## src/rtl/ebi_tx_serializer.sv

```systemverilog
// rtl/ebi_tx_serializer.sv - off-die message serializer with inline parity, credit return and retransmit
module ebi_tx_serializer #(
    parameter int OFF_DIE_WD     = 4,
    parameter int MSG_W          = 64,
    parameter int BEAT_CNT_W     = 5,
    parameter int PARITY_LEN     = 8,
    parameter int CREDIT_W       = 2,
    parameter int CREDIT_TIMEOUT = 64,
    parameter int MAX_RETRY      = 3
) (
    input  logic                  bus_clk,
    input  logic                  rst,
    input  logic                  msg_valid,
    output logic                  msg_ready,
    input  logic [MSG_W-1:0]      msg_data,
    input  logic [BEAT_CNT_W-1:0] msg_beats,
    output logic [OFF_DIE_WD-1:0] bus_out,
    input  logic                  credit_in,
    output logic                  tx_done,
    output logic                  tx_error
);
    localparam int NB  = (MSG_W + OFF_DIE_WD - 1) / OFF_DIE_WD;
    localparam int PCW = $clog2(PARITY_LEN + 2);
    localparam int TW  = $clog2(CREDIT_TIMEOUT + 1);
    localparam int RW  = $clog2(MAX_RETRY + 2);
    localparam int DCW = $clog2(CREDIT_W + 1);
    localparam logic [OFF_DIE_WD-1:0] START_BEAT = {{(OFF_DIE_WD-1){1'b1}}, 1'b0};

    typedef enum logic [2:0] {IDLE, START, PAYLOAD, PARITY, WAIT_CREDIT} state_t;

    state_t                  r_state, w_state_nxt;
    logic [MSG_W-1:0]        r_hold;
    logic [BEAT_CNT_W-1:0]   r_beats;
    logic [BEAT_CNT_W-1:0]   r_idx, w_idx_nxt;
    logic [OFF_DIE_WD-1:0]   r_acc, w_acc_nxt, w_acc_upd;
    logic [PCW-1:0]          r_cnt, w_cnt_nxt, w_cnt_upd;
    logic [RW-1:0]           r_retry, w_retry_nxt;
    logic [TW-1:0]           r_timer, w_timer_nxt;
    logic [OFF_DIE_WD-1:0]   r_bus, w_bus_nxt, w_payload;
    logic                    r_done, w_done_nxt, r_err, w_err_nxt;
    logic                    w_load, w_fail, w_par_hit, w_last;
    logic [MSG_W+OFF_DIE_WD-1:0] w_ext;

    logic                    r_des_busy;
    logic [DCW-1:0]          r_des_cnt;
    logic [CREDIT_W-1:0]     r_des_shift;
    logic                    r_cred_valid;
    logic [CREDIT_W-1:0]     r_cred_val;

    assign msg_ready = (r_state == IDLE) && !rst;
    assign bus_out   = r_bus;
    assign tx_done   = r_done;
    assign tx_error  = r_err;

    // Padding with ones makes beats that run past MSG_W read back as idle bits.
    assign w_ext     = {{OFF_DIE_WD{1'b1}}, r_hold};
    assign w_acc_upd = r_acc ^ r_bus;
    assign w_cnt_upd = r_cnt + 1'b1;
    assign w_par_hit = (PARITY_LEN != 0) && (w_cnt_upd == PCW'(PARITY_LEN));
    assign w_last    = (r_idx == r_beats);

    always_comb begin
        w_payload = '1;
        for (int i = 0; i < NB; i++) begin
            if (r_idx == BEAT_CNT_W'(i)) w_payload = w_ext[i*OFF_DIE_WD +: OFF_DIE_WD];
        end
    end

    always_comb begin
        w_state_nxt = r_state;
        w_bus_nxt   = '1;
        w_idx_nxt   = r_idx;
        w_acc_nxt   = r_acc;
        w_cnt_nxt   = r_cnt;
        w_retry_nxt = r_retry;
        w_timer_nxt = r_timer;
        w_done_nxt  = 1'b0;
        w_err_nxt   = 1'b0;
        w_load      = 1'b0;
        w_fail      = 1'b0;
        case (r_state)
            IDLE: begin
                if (msg_valid) begin
                    w_load      = 1'b1;
                    w_state_nxt = START;
                    w_bus_nxt   = START_BEAT;
                    w_idx_nxt   = '0;
                    w_acc_nxt   = '0;
                    w_cnt_nxt   = '0;
                    w_retry_nxt = '0;
                end
            end
            START, PAYLOAD: begin
                w_acc_nxt = w_acc_upd;
                w_cnt_nxt = w_cnt_upd;
                if (r_state == PAYLOAD && w_last) begin
                    w_state_nxt = WAIT_CREDIT;
                    w_timer_nxt = '0;
                end else if (w_par_hit) begin
                    w_state_nxt = PARITY;
                    w_bus_nxt   = w_acc_upd;
                    w_acc_nxt   = '0;
                    w_cnt_nxt   = '0;
                end else begin
                    w_state_nxt = PAYLOAD;
                    w_bus_nxt   = w_payload;
                    w_idx_nxt   = r_idx + 1'b1;
                end
            end
            PARITY: begin
                w_state_nxt = PAYLOAD;
                w_bus_nxt   = w_payload;
                w_idx_nxt   = r_idx + 1'b1;
            end
            WAIT_CREDIT: begin
                if (r_timer != TW'(CREDIT_TIMEOUT - 1)) w_timer_nxt = r_timer + 1'b1;
                // A credit frame in flight holds off the timeout until it resolves.
                if (r_cred_valid && r_cred_val == CREDIT_W'(1)) begin
                    w_done_nxt  = 1'b1;
                    w_state_nxt = IDLE;
                end else if (r_cred_valid && r_cred_val != '0) begin
                    w_fail = 1'b1;
                end else if (r_timer == TW'(CREDIT_TIMEOUT - 1) && !r_des_busy && credit_in) begin
                    w_fail = 1'b1;
                end
                if (w_fail) begin
                    if (r_retry < RW'(MAX_RETRY)) begin
                        w_retry_nxt = r_retry + 1'b1;
                        w_state_nxt = START;
                        w_bus_nxt   = START_BEAT;
                        w_idx_nxt   = '0;
                        w_acc_nxt   = '0;
                        w_cnt_nxt   = '0;
                    end else begin
                        w_err_nxt   = 1'b1;
                        w_state_nxt = IDLE;
                    end
                end
            end
            default: w_state_nxt = IDLE;
        endcase
    end

    always_ff @(posedge bus_clk) begin
        if (rst) begin
            r_state <= IDLE;
            r_bus   <= '1;
            r_idx   <= '0;
            r_acc   <= '0;
            r_cnt   <= '0;
            r_retry <= '0;
            r_timer <= '0;
            r_done  <= 1'b0;
            r_err   <= 1'b0;
            r_hold  <= '0;
            r_beats <= '0;
        end else begin
            r_state <= w_state_nxt;
            r_bus   <= w_bus_nxt;
            r_idx   <= w_idx_nxt;
            r_acc   <= w_acc_nxt;
            r_cnt   <= w_cnt_nxt;
            r_retry <= w_retry_nxt;
            r_timer <= w_timer_nxt;
            r_done  <= w_done_nxt;
            r_err   <= w_err_nxt;
            if (w_load) begin
                r_hold  <= msg_data;
                r_beats <= msg_beats;
            end
        end
    end

    // Credit frame: one low start bit, then CREDIT_W data bits LSB first.
    always_ff @(posedge bus_clk) begin
        if (rst) begin
            r_des_busy   <= 1'b0;
            r_des_cnt    <= '0;
            r_des_shift  <= '0;
            r_cred_valid <= 1'b0;
            r_cred_val   <= '0;
        end else begin
            r_cred_valid <= 1'b0;
            if (!r_des_busy) begin
                if (!credit_in) begin
                    r_des_busy <= 1'b1;
                    r_des_cnt  <= '0;
                end
            end else begin
                r_des_shift <= {credit_in, r_des_shift[CREDIT_W-1:1]};
                if (r_des_cnt == DCW'(CREDIT_W - 1)) begin
                    r_des_busy   <= 1'b0;
                    r_cred_valid <= 1'b1;
                    r_cred_val   <= {credit_in, r_des_shift[CREDIT_W-1:1]};
                end else begin
                    r_des_cnt <= r_des_cnt + 1'b1;
                end
            end
        end
    end
endmodule

```

## config.mk

```make
export PLATFORM = sky130hd
export DESIGN_NAME = ebi_tx_serializer
export DESIGN_NICKNAME = d
export VERILOG_FILES = /design/src/rtl/ebi_tx_serializer.sv
export SDC_FILE = /design/constraint.sdc
export NUM_CORES = 1
export LEC_CHECK = 0
export BUFFER_PORTS_ARGS = -buffer_cell sky130_fd_sc_hd__buf_2
export CAP_MARGIN = 5
export CORE_MARGIN = 5
export CORE_UTILIZATION = 30
export CTS_BUF_LIST = sky130_fd_sc_hd__clkbuf_8
export DETAILED_ROUTE_END_ITERATION = 10
export PLACE_DENSITY = 0.47
export SLEW_MARGIN = 20
export SYNTH_ARGS = -nofsm -noshare
export SYNTH_HDL_FRONTEND = slang
export SYNTH_SLANG_ARGS = --single-unit
export TNS_END_PERCENT = 100
```

## constraint.sdc

```tcl
create_clock -name bus_clk -period 3.4 [get_ports bus_clk]
set_clock_uncertainty 0.15 [all_clocks]
set_input_delay 0.17 -clock bus_clk [delete_from_list [all_inputs] [get_ports bus_clk]]
set_output_delay 0.17 -clock bus_clk [all_outputs]
set_load 0.05 [all_outputs]
```

==> impl_metrics.json <==
{
  "layout_common_cells": "173 x nand2_1, 108 x dfxtp_1, 105 x a21oi_1",
  "drt_iter0_drc": 342,
  "die_area_mm2": 0.0200,
  "clock_power_share_pct": 29.2,
  "placed_cells": 938,
  "powerDensity_mw_per_mm2": 459,
  "num_rows": 48,
  "die_y_um": 142,
  "numCtsBuffers": 9,
  "clock_sinks": 108,
  "p_switching_w": 0.000962,
  "period_share_pct": 84.3,
  "htreeDepth": 3,
  "vias": 5034,
  "dp_hpwl_um": 11300,
  "slowest_delay_ns": 0.45,
  "syn_area_mm2": 0.00519,
  "maxCapViolCount": 0,
  "vdd_drop_max_v": 0.000236,
  "final_layout_size_suffix_gt1_share_pct": 14.6,
  "required_ns": 3.53,
  "period_minus_slack_ns": 2.86,
  "worstSetupEndpointType": "flip-flop",
  "crit_top_cell": "o211ai_1",
  "root_buffer": "clkbuf_8",
  "stdcell_area_mm2": 0.00667,
  "core_mm2": 0.0171,
  "p_sw_share_pct": 31.4,
  "final_common_cell": "nand2_1",
  "finalSetupTns_ns": 0,
  "io_buffer_count": 79,
  "synth-main-ff-cell": "dfxtp_1",
  "status": "completed",
  "ant_nets": 0,
  "layout.nets": 877,
  "finalNonFillerCells": 1024,
  "setup_violations": 0,
  "grt_overflow": 0,
  "seqPwrFrac_pct": 48.0,
  "cp_cell_sequence": "inv_1, ha_1, buf_4, or3b_2, o211ai_1, a221oi_1, o311ai_1, o211ai_1, a2111o_1",
  "path_delay_family": "compound AO/OA/AOI/OAI gates",
  "gp_congestion": 0.901,
  "grt_pass1_wl_um": 25600,
  "async_reset_ff_share_pct": 0,
  "synth_cell_types": 70,
  "report.final.slew_viol_count": 0,
  "clk_pin_slew_worst_paths_ns": 0.10,
  "wl_um": 15700,
  "syn_inst": 674,
  "grt_pass1_vias": 5016,
  "yosys_warnings": 0,
  "cts_tree": "yes",
  "final_core_util_pct": 39.0,
  "viasPerCell": 4.92,
  "critPathSlowestCell": "dfxtp_1",
  "fmax_mhz": 349,
  "synth_edf_count": 0,
  "syn_nets": 757,
  "antenna_found_initial": 0,
  "cts_buffer_depth": 2,
  "area_growth_pct": 28.4,
  "worstSetupPathType": "reg2reg",
  "p_total_w": 0.00306,
  "antenna_cells": 0,
  "p_int_w": 0.00210,
  "syn_area_per_cell_um2": 7.71,
  "crit_fanout": 13,
  "grt_max_degree": 56,
  "leakagePower_nw": 2.54,
  "die_x_um": 142,
  "cp_num_buf_inv": 2,
  "insertion_delay_ns": 0.39,
  "combPwrFrac_pct": 22.8,
  "seq_area_frac_synth_pct": 41.6,
  "grt.total_usage_pct": 15.9,
  "max_slew_margin_pct": 43.4,
  "yosys_register_bits": 108,
  "hold_viol_final": 0,
  "drcViolationCount": 0,
  "arrival_ns": 3.00,
  "tightestPinTransition_ns": 0.848,
  "start_util_pct": 30.4,
  "rsz0062_at_grt": "no",
  "startpoint_type": "flip-flop",
  "hp-class": "in2reg",
  "io_pins": 80,
  "wl_per_cell_um": 15.3,
  "place_area_mm2": 0.00574,
  "drt_pass1_iterations": 5
}
-- stage by stage --
step | setup slack [ns] | hold WS (ns)
2_1_floorplan | 1.00 | 0.156
3_3_place_gp | 0.658 | 0.262
3_5_place_dp | 0.560 | 0.267
4_1_cts | 0.545 | 0.117
5_1_grt | 0.341 | 0.165
6_report | 0.535 | 0.145
-- layer usage --
layer  track usage, %  up-vias  part of all wire (%)
met5                0        -                     0
met4             4.75        0                   1.5
met3             3.24       17                   4.1
met2             23.9      119                    43
met1             22.9     2316                    51
li1                 -     2582                     -
-- Yosys cell counts, types with 5 or more instances --
cell | instances | area (µm²)
nor2b_1 | 6 | 37.5
inv_1 | 11 | 41.3
nor3b_1 | 6 | 45.0
nand3_1 | 17 | 85.1
nor2_1 | 34 | 128
a21oi_1 | 105 | 526
nand2_1 | 174 | 653
ha_1 | 10 | 125
buf_1 | 5 | 18.8
o22ai_1 | 6 | 37.5
buf_2 | 7 | 35.0
o21ai_0 | 23 | 115
a311oi_1 | 6 | 52.6
xor2_1 | 9 | 78.8
nor3_1 | 10 | 50.1
and2_1 | 5 | 31.3
xnor2_1 | 5 | 43.8
dfxtp_1 | 108 | 2160
nand2b_1 | 8 | 50.1
o211ai_1 | 5 | 37.5
clkbuf_1 | 32 | 120
-- logic make-up after synthesis --
family	count (synthesis)	synth area share (%)
and+or+nand+nor	288	25.5
AOI/OAI and AO/OA	190	22.5
DFF	108	41.6
buffers and inverters	61	5.03
xor gates and xnor gates	14	2.36
adders and majority gates	10	2.41
muxes	3	0.578
-- state kept, by name, summed over array words and instances (netlist names) --
signal and flops:
bus_out 4, r_acc 4, r_beats 5, r_cnt 4, r_cred_val 2, r_cred_valid 1
r_des_busy 1, r_des_cnt 2, r_des_shift 1, r_hold 64, r_idx 5, r_retry 3
r_state 3, r_timer 7, tx_done 1, tx_error 1
-- worst reg2reg max path: stages (launching register included) --
cell      delay [ns]
dfxtp_1         0.45
inv_1           0.12
ha_1            0.38
buf_4           0.25
or3b_2          0.44
o211ai_1        0.10
a221oi_1        0.11
o311ai_1        0.18
o211ai_1        0.16
a2111o_1        0.42
-- power groups by stage --
stage                     sequential (W)  combinational, W  clock (W)
final                            0.00147          0.000698   0.000895
after detailed placement         0.00150          0.000638          0
after global routing             0.00149          0.000783   0.000986
after floorplan                  0.00147          0.000460          0
after CTS                        0.00147          0.000702   0.000935
after global placement           0.00150          0.000627          0
-- final timing paths --
kind	slack (ns)	start	cells past startpoint	to
min reg2reg	0.32	r_hold[33]$_SDFFE_PP0P_	2	r_hold[33]$_SDFFE_PP0P_
max	0.54	r_idx[0]$_SDFFE_PP0P_	9	bus_out[0]$_SDFF_PP1_
min	0.14	rst	3	r_state[1]$_SDFFE_PP0P_
max reg2reg	0.54	r_idx[0]$_SDFFE_PP0P_	9	bus_out[0]$_SDFF_PP1_
-- cell type report --
cell class | count | area [µm²]
inverter | 12 | 45.0
sequential | 108 | 2160
timing repair buffer | 158 | 1180
multi-input combinational | 505 | 2780
clock buffer | 10 | 138
clock inverter | 6 | 92.6
fill | 1797 | 10400
tap | 225 | 282
-- timing repair --
item | in CTS | in global routing
gates resized for setup | 0 | 0
hold endpoints to repair | 71 | 0
buffers inserted | 0 | 0
hold buffers | 70 | 0
setup endpoints to repair | 0 | 0
No activity file was read; power rests on OpenSTA's default activity.
